===== config.mk =====
export PLATFORM = sky130hd
export DESIGN_NAME = fetch_stage
export DESIGN_NICKNAME = d
export VERILOG_FILES = /design/src/rtl/fetch_pkg.sv /design/src/rtl/fetch_queue.sv /design/src/rtl/fetch_stage.sv
export SDC_FILE = /design/constraint.sdc
export NUM_CORES = 1
export LEC_CHECK = 0
export ABC_AREA = 1
export CAP_MARGIN = 25
export CORE_MARGIN = 4
export CORE_UTILIZATION = 25
export DETAILED_ROUTE_END_ITERATION = 16
export SLEW_MARGIN = 20
export SYNTH_ARGS = -nofsm -noshare
export SYNTH_HDL_FRONTEND = slang
export SYNTH_SLANG_ARGS = --single-unit

===== constraint.sdc =====
create_clock -name clk -period 1.8 [get_ports clk]
set_clock_uncertainty 0.05 [all_clocks]
set_input_delay 0.18 -clock clk [delete_from_list [all_inputs] [get_ports clk]]
set_output_delay 0.18 -clock clk [all_outputs]
set_load 0.1 [all_outputs]

===== src/rtl/fetch_pkg.sv =====
// Shared types and constants for the instruction-fetch stage.
package fetch_pkg;

    localparam logic [31:0] NOP_INST = 32'h0;
    localparam logic [31:0] PC_INC   = 32'd4;
    localparam logic [1:0]  QDEPTH   = 2'd2;

    typedef struct packed {
        logic [31:0] pc;
        logic [31:0] inst;
    } fetch_entry_t;

endpackage


===== src/rtl/fetch_queue.sv =====
// Two-entry prefetch FIFO. Entry 0 is always the head.
// Flush has priority over push and pop.
module fetch_queue
    import fetch_pkg::*;
(
    input  logic         clk,
    input  logic         rst_n,
    input  logic         push,
    input  logic         pop,
    input  logic         flush,
    input  fetch_entry_t din,
    output fetch_entry_t head,
    output logic [1:0]   count,
    output logic         full,
    output logic         empty
);

    fetch_entry_t q0_q, q0_d, q1_q, q1_d;
    logic [1:0]   count_q, count_d;
    logic         do_push, do_pop;

    assign do_pop  = pop & (count_q != 2'd0);
    // A push into a full queue is only legal when the head leaves in the same cycle.
    assign do_push = push & ((count_q != QDEPTH) | do_pop);

    always_comb begin
        q0_d    = q0_q;
        q1_d    = q1_q;
        count_d = count_q;
        if (flush) begin
            count_d = 2'd0;
        end else begin
            case ({do_push, do_pop})
                2'b10: begin
                    if (count_q == 2'd0) q0_d = din;
                    else                 q1_d = din;
                    count_d = count_q + 2'd1;
                end
                2'b01: begin
                    q0_d    = q1_q;
                    count_d = count_q - 2'd1;
                end
                2'b11: begin
                    if (count_q == 2'd1) begin
                        q0_d = din;
                    end else begin
                        q0_d = q1_q;
                        q1_d = din;
                    end
                end
                default: ;
            endcase
        end
    end

    always_ff @(posedge clk or negedge rst_n) begin
        if (!rst_n) begin
            q0_q    <= '0;
            q1_q    <= '0;
            count_q <= 2'd0;
        end else begin
            q0_q    <= q0_d;
            q1_q    <= q1_d;
            count_q <= count_d;
        end
    end

    assign head  = q0_q;
    assign count = count_q;
    assign full  = (count_q == QDEPTH);
    assign empty = (count_q == 2'd0);

endmodule


===== src/rtl/fetch_stage.sv =====
// Instruction fetch: owns the fetch PC, issues req/ack reads and presents the
// prefetch queue head to the core. A taken branch flushes and redirects.
module fetch_stage
    import fetch_pkg::*;
#(
    parameter logic [31:0] RESET_PC = 32'h0000_0000
) (
    input  logic        clk,
    input  logic        rst_n,
    input  logic        stall,
    input  logic        br_taken,
    input  logic [31:0] br_target,
    output logic        imem_req,
    output logic [31:0] imem_addr,
    input  logic        imem_ack,
    input  logic [31:0] imem_rdata,
    output logic [31:0] inst0,
    output logic [31:0] pc,
    output logic        inst_valid
);

    logic [31:0]  fpc_q, fpc_d;
    logic         pop, push;
    logic         q_full, q_empty;
    logic [1:0]   q_count;
    fetch_entry_t q_head, q_din;
    logic         unused_sigs;

    assign unused_sigs = ^{br_target[1:0], q_count};

    assign inst_valid = !q_empty;
    assign pop        = inst_valid & !stall & !br_taken;
    assign imem_req   = !br_taken & (!q_full | pop);
    assign imem_addr  = fpc_q;
    assign push       = imem_req & imem_ack;
    assign q_din      = '{pc: fpc_q, inst: imem_rdata};

    always_comb begin
        fpc_d = fpc_q;
        if (br_taken) begin
            fpc_d = {br_target[31:2], 2'b00};
        end else if (push) begin
            fpc_d = fpc_q + PC_INC;
        end
    end

    always_ff @(posedge clk or negedge rst_n) begin
        if (!rst_n) begin
            fpc_q <= RESET_PC;
        end else begin
            fpc_q <= fpc_d;
        end
    end

    fetch_queue u_queue (
        .clk   (clk),
        .rst_n (rst_n),
        .push  (push),
        .pop   (pop),
        .flush (br_taken),
        .din   (q_din),
        .head  (q_head),
        .count (q_count),
        .full  (q_full),
        .empty (q_empty)
    );

    // Empty queue presents a bubble tagged with the fetch PC.
    assign inst0 = inst_valid ? q_head.inst : NOP_INST;
    assign pc    = inst_valid ? q_head.pc   : fpc_q;

endmodule


* Word-level counts from Yosys, hierarchy flattened
Cells that the tools add are included.
** Storage, ports and cells
- Register bits after elaboration :: 162
- Input port bits :: 69
- Output and inout port bits :: 98
- Word-level logic and storage cells :: 51
** Cells by class
- Add/sub/neg operators :: 3
- Eq/ne operators :: 9
- Multiplexer cells :: 12
- Bitwise logic cells :: 9
- Reduce and logical (&&, ||, !) cells :: 12
** Operator list (number)
- $mux 64 :: 4
- $pmux 64 s3 :: 1
- $mux 32 :: 4
- $pmux 64 s2 :: 1
- $add 32x3->32 const B :: 1
- $ne 2x2->1 const B :: 4
- $and 1x1->1 :: 6
- $eq 2x2->1 const B :: 3
- $reduce_bool 2->1 :: 3
- $reduce_bool 3->1 :: 2
- $eq 2x1->1 const B :: 2
- $logic_not 1->1 :: 4
- $pmux 2 s2 :: 1
- $reduce_and 4->1 :: 1
- $reduce_and 3->1 :: 1
- $add 2x1->2 const B :: 1
- $logic_not 2->1 :: 1
- $mux 2 :: 1
- $or 1x1->1 :: 2
- $sub 2x1->2 const B :: 1
- $not 1->1 :: 1

* Longest topological paths before layout
- Depth in word-level cells :: 11
- Depth in mapped cells :: 13
- Gate-level depth less buffers :: 11

* Hierarchy
From an unflattened synthesis, not the netlist that was laid out.
** Unflattened totals
- Cells, all modules :: 1308
- Area total of the unflattened synthesis :: 9317.7 um^2
** Modules (own cells, without submodules)
- fetch_queue :: times used 1, cells each 798, area each 6391.1 um^2
- fetch_stage :: times used 1, cells each 510, area each 2926.6 um^2

* Least setup slack after synthesis
OpenSTA, ideal clock, no wires.
- Path kind :: register to output
- Start point :: register fpc_q[27] (netlist: imem_addr[27])
- End point :: output pc[27]
- Data arrival time :: 3.288 ns
- Required time :: 1.570 ns
- Setup slack :: -1.718 ns
- Stages on the path, launching flop included :: 3
- Buffers on the path :: 0
- Cells stage by stage :: dfrtp_1 > inv_1 > o21ai_0
** On the way
- Word-level cells in the longest chain between the ends :: 1
** Ends and longest elaborated chain
- start, declared :: RTL line fetch_stage.sv:22 : logic [31:0] fpc_q, fpc_d;
- start signal, assigned :: RTL line fetch_stage.sv:51 : fpc_q <= fpc_d;
- $mux 32 :: RTL line fetch_stage.sv:70 : assign pc = inst_valid ? q_head.pc : fpc_q;
- end, declared :: RTL line fetch_stage.sv:18 : output logic [31:0] pc,
Every way passes these cells.

* Worst setup path after layout
- Start point :: register u_queue.count_q[1] (netlist: u_queue.count[1])
- End point :: output inst0[0]
** On the way
- Word-level cells in the longest chain between the ends :: 2
** Ends and longest elaborated chain
- start, declared :: RTL line fetch_queue.sv:19 : logic [1:0] count_q, count_d;
- start signal, assigned :: RTL line fetch_queue.sv:64 : count_q <= count_d;
- $logic_not 2->1 :: RTL line fetch_queue.sv:71 : assign empty = (count_q == 2'd0);
- $mux 32 :: RTL line fetch_stage.sv:69 : assign inst0 = inst_valid ? q_head.inst : NOP_INST;
- end, declared :: RTL line fetch_stage.sv:17 : output logic [31:0] inst0,
Every way passes these cells.

==> results.yml <==
floorplanning:
  core_region_area_sq_mm: 0.0329
  io_pins: 167
  dieArea_sq_mm: 0.0366
  row_count: 66
  start_util: 0.256
  die_y_um: 191
  die_w_um: 191
grt:
  grt-ovfl-total: 0
  grt_pass1_wl_mm: 49.1
  grt_pass1_vias: 8630
  grt_usage: 0.173
  antenna_found_initial: 0
  grt_start_max_net_pins: 45
run_status:
  status: "finished with violations"
  violations: "setup timing"
logic_synthesis:
  synthCells: 1187
  synth-seq-area-share: 0.467
  ys_ff_latch: 157
  synth_area_per_cell_sq_um: 7.09
  yosysUniqueCellTypes: 32
  syn_area_sq_mm: 0.00841
  yosys_warnings: 0
finish:
  syn_to_final_growth_pct: 89.7
  fin_nets: 1527
  antenna_cells: 0
  final_cell_mix: "261 x nand2_1, 137 x inv_1, 129 x dfrtp_1"
  fillers: 2987
  drive_above_1_share: 0.423
  layout_commonest_cell: "nand2_1"
sta:
  slew_viol_final: 0
  fmaxAchievable_mhz: 461
  finalCritPeriodShare: 1.21
  rsz0062_at_grt: "yes"
  setup_viol_count_final: 223
  fin_ws_ns: -0.371
  period_needed_ns: 2.17
  whs_ns: 0.204
  hold_viol: 0
setup_path:
  crit_required_ns: 1.57
  slowest_delay_ns: 0.37
  cp_top_family: "buffers and inverters"
  cp_num_buf_inv: 6
  critPathCaptureType: "primary output"
  crit_chain: "inv_2 -> ha_4 -> buf_12 -> buf_12 -> buf_16 -> buf_12 -> nor2_4 -> buf_12"
  crit_path_max_fanout: 7
  cp_data_arrival_time_ns: 1.94
  path_class: "reg -> out"
  critical-path-slowest-cell: "dfrtp_1"
  start_kind: "flop"
  cpMostUsedCell: "buf_12"
power:
  p_sw_frac: 0.511
  combPwrFrac: 0.713
  switchingPower_mw: 17.4
  p_leak_nw: 7.33
  seqPwrFrac: 0.175
  internal-power_mw: 16.6
  power.density_mw_per_mm2: 2130
  power_frac_clock: 0.112
  power_mw: 34.0
  ir_drop_mv: 1.05
job:
  drv_cap: 0
detailed_routing:
  viasPerCell: 4.79
  drc_errors: 0
  dr.pass1.iters: 5
  dr_total_vias: 9141
  avgRoutedWirePerCell_um: 18.3
  initialDrtViolationCount: 773
  detail-route-antenna-nets: 0
  finalWirelength_mm: 35.0
clocking:
  cts_tree: "done"
  cts_max_level: 4
  cts_buffers: 17
  cts_sinks: 157
  clkLatencyLatePin_ns: 0.43
  clkTransAtPathRegs_ns: 0.07
  clockBufferDepth: 2
  cts_root_buf: "clkbuf_16"
place:
  gp_congestion: 0.904
  io_buffers: 162
  place_hpwl_mm: 20.7
worst_hold_path:
  hold_path.class: "in -> async"
-- what timing repair did --
| action | in CTS | in global routing |
|---|---|---|
| gates cloned | 19 | 27 |
| resized for setup | 125 | 315 |
| hold buffers | 1 | 0 |
| setup buffers | 26 | 18 |
| setup endpoints to repair | 161 | 223 |
| pin swaps | 45 | 30 |
| endpoints found under the hold margin | 39 | 0 |
-- metrics by stage --
stage / TNS, ns / std cells / setup slack (ns) / util / cell area, sq um
6_report: -59.50 / 1909 / -0.371 / 0.485 / 16000
5_1_grt: -72.34 / 1909 / -0.429 / 0.485 / 16000
3_3_place_gp: -15.81 / 1796 / -0.145 / 0.386 / 12700
3_5_place_dp: -23.60 / 1796 / -0.209 / 0.386 / 12700
4_1_cts: -44.91 / 1874 / -0.280 / 0.442 / 14500
2_1_floorplan: -7.00 / 1188 / -0.174 / - / 9270
-- registers in the layout, summed over array words and instances (netlist names) --
signal         cells
u_queue.head      63
u_queue.q1_q      62
imem_addr         30
u_queue.count      2
-- cell type report --
class / count / area [sq um] / area share
clock inverters: 12 / 146 / 0.00918
multi-input cells: 819 / 5290 / 0.332
flip-flops and latches: 157 / 3980 / 0.250
repair buffers: 316 / 4950 / 0.310
well taps: 442 / 553 / 0.0347
clock buffers: 20 / 457 / 0.0286
inverters: 143 / 573 / 0.0359
-- power by group through the flow --
stage	Combinational, mW	Clock (mW)	Sequential [mW]
5_1_grt	25.3	4.05	6.11
3_5_place_dp	19.6	0	5.91
2_1_floorplan	12.1	0	6.72
3_3_place_gp	19.5	0	5.87
6_report	24.2	3.80	5.96
4_1_cts	22.1	3.87	5.87
-- synthesized netlist by cell type --
master / n / area [sq um]
nand4_1: 3 / 18.8
o211ai_1: 4 / 30.0
buf_2: 25 / 125
inv_1: 140 / 526
clkinv_1: 1 / 3.75
nand2_2: 1 / 6.26
or2_2: 1 / 6.26
nor2_1: 125 / 469
o221ai_1: 1 / 8.76
nor2_4: 1 / 11.3
a211oi_1: 1 / 7.51
inv_2: 2 / 7.51
xor2_1: 4 / 35.0
clkbuf_1: 28 / 105
a21oi_1: 29 / 145
nand3b_1: 1 / 7.51
dfrtp_1: 157 / 3930
or2_4: 1 / 8.76
a31oi_1: 1 / 6.26
o21ai_1: 50 / 250
nand2_1: 382 / 1430
nand2_4: 3 / 33.8
nand3_1: 70 / 350
o21ai_0: 129 / 646
nor3_1: 2 / 10.0
buf_1: 3 / 11.3
buf_6: 7 / 78.8
o21ai_4: 1 / 16.3
ha_1: 4 / 50.1
conb_1: 1 / 3.75
nand3_2: 1 / 10.0
buf_4: 8 / 60.1
-- final timing paths --
path / startpoint / end / slack (ns) / depth (start not counted)
max: u_queue.count[1] / inst0[0] / -0.37 / 8
min: rst_n / u_queue.head[9] / 0.20 / 2
max reg2reg: u_queue.count[1] / u_queue.q1_q[21] / -0.37 / 15
min in group clk: br_target[10] / imem_addr[10] / 0.24 / 3
max in group asynchronous: rst_n / imem_addr[20] / 0.85 / 3
min reg2reg: u_queue.q1_q[63] / u_queue.q1_q[63] / 0.46 / 2
-- metal layers --
layer / vias to the layer above / track usage / routed length [um]
met5: - / 0 / 0
met4: 0 / 0.0550 / 732
met3: 64 / 0.0394 / 2650
met2: 411 / 0.274 / 16700
met1: 4388 / 0.234 / 14900
li1: 4278 / - / -
-- logic make-up (layout without fill, tap and decap cells) --
logic type      Yosys count  after routing  synth area share
compound gates          216            216             0.132
xor+xnor                  4              4           0.00416
fa+ha+maj                 4              4           0.00595
buf+inv                 214            491             0.109
flops                   157            157             0.467
other cells               1              2          0.000446
simple gates            591            593             0.281
Power figures use the tool's default switching activity.
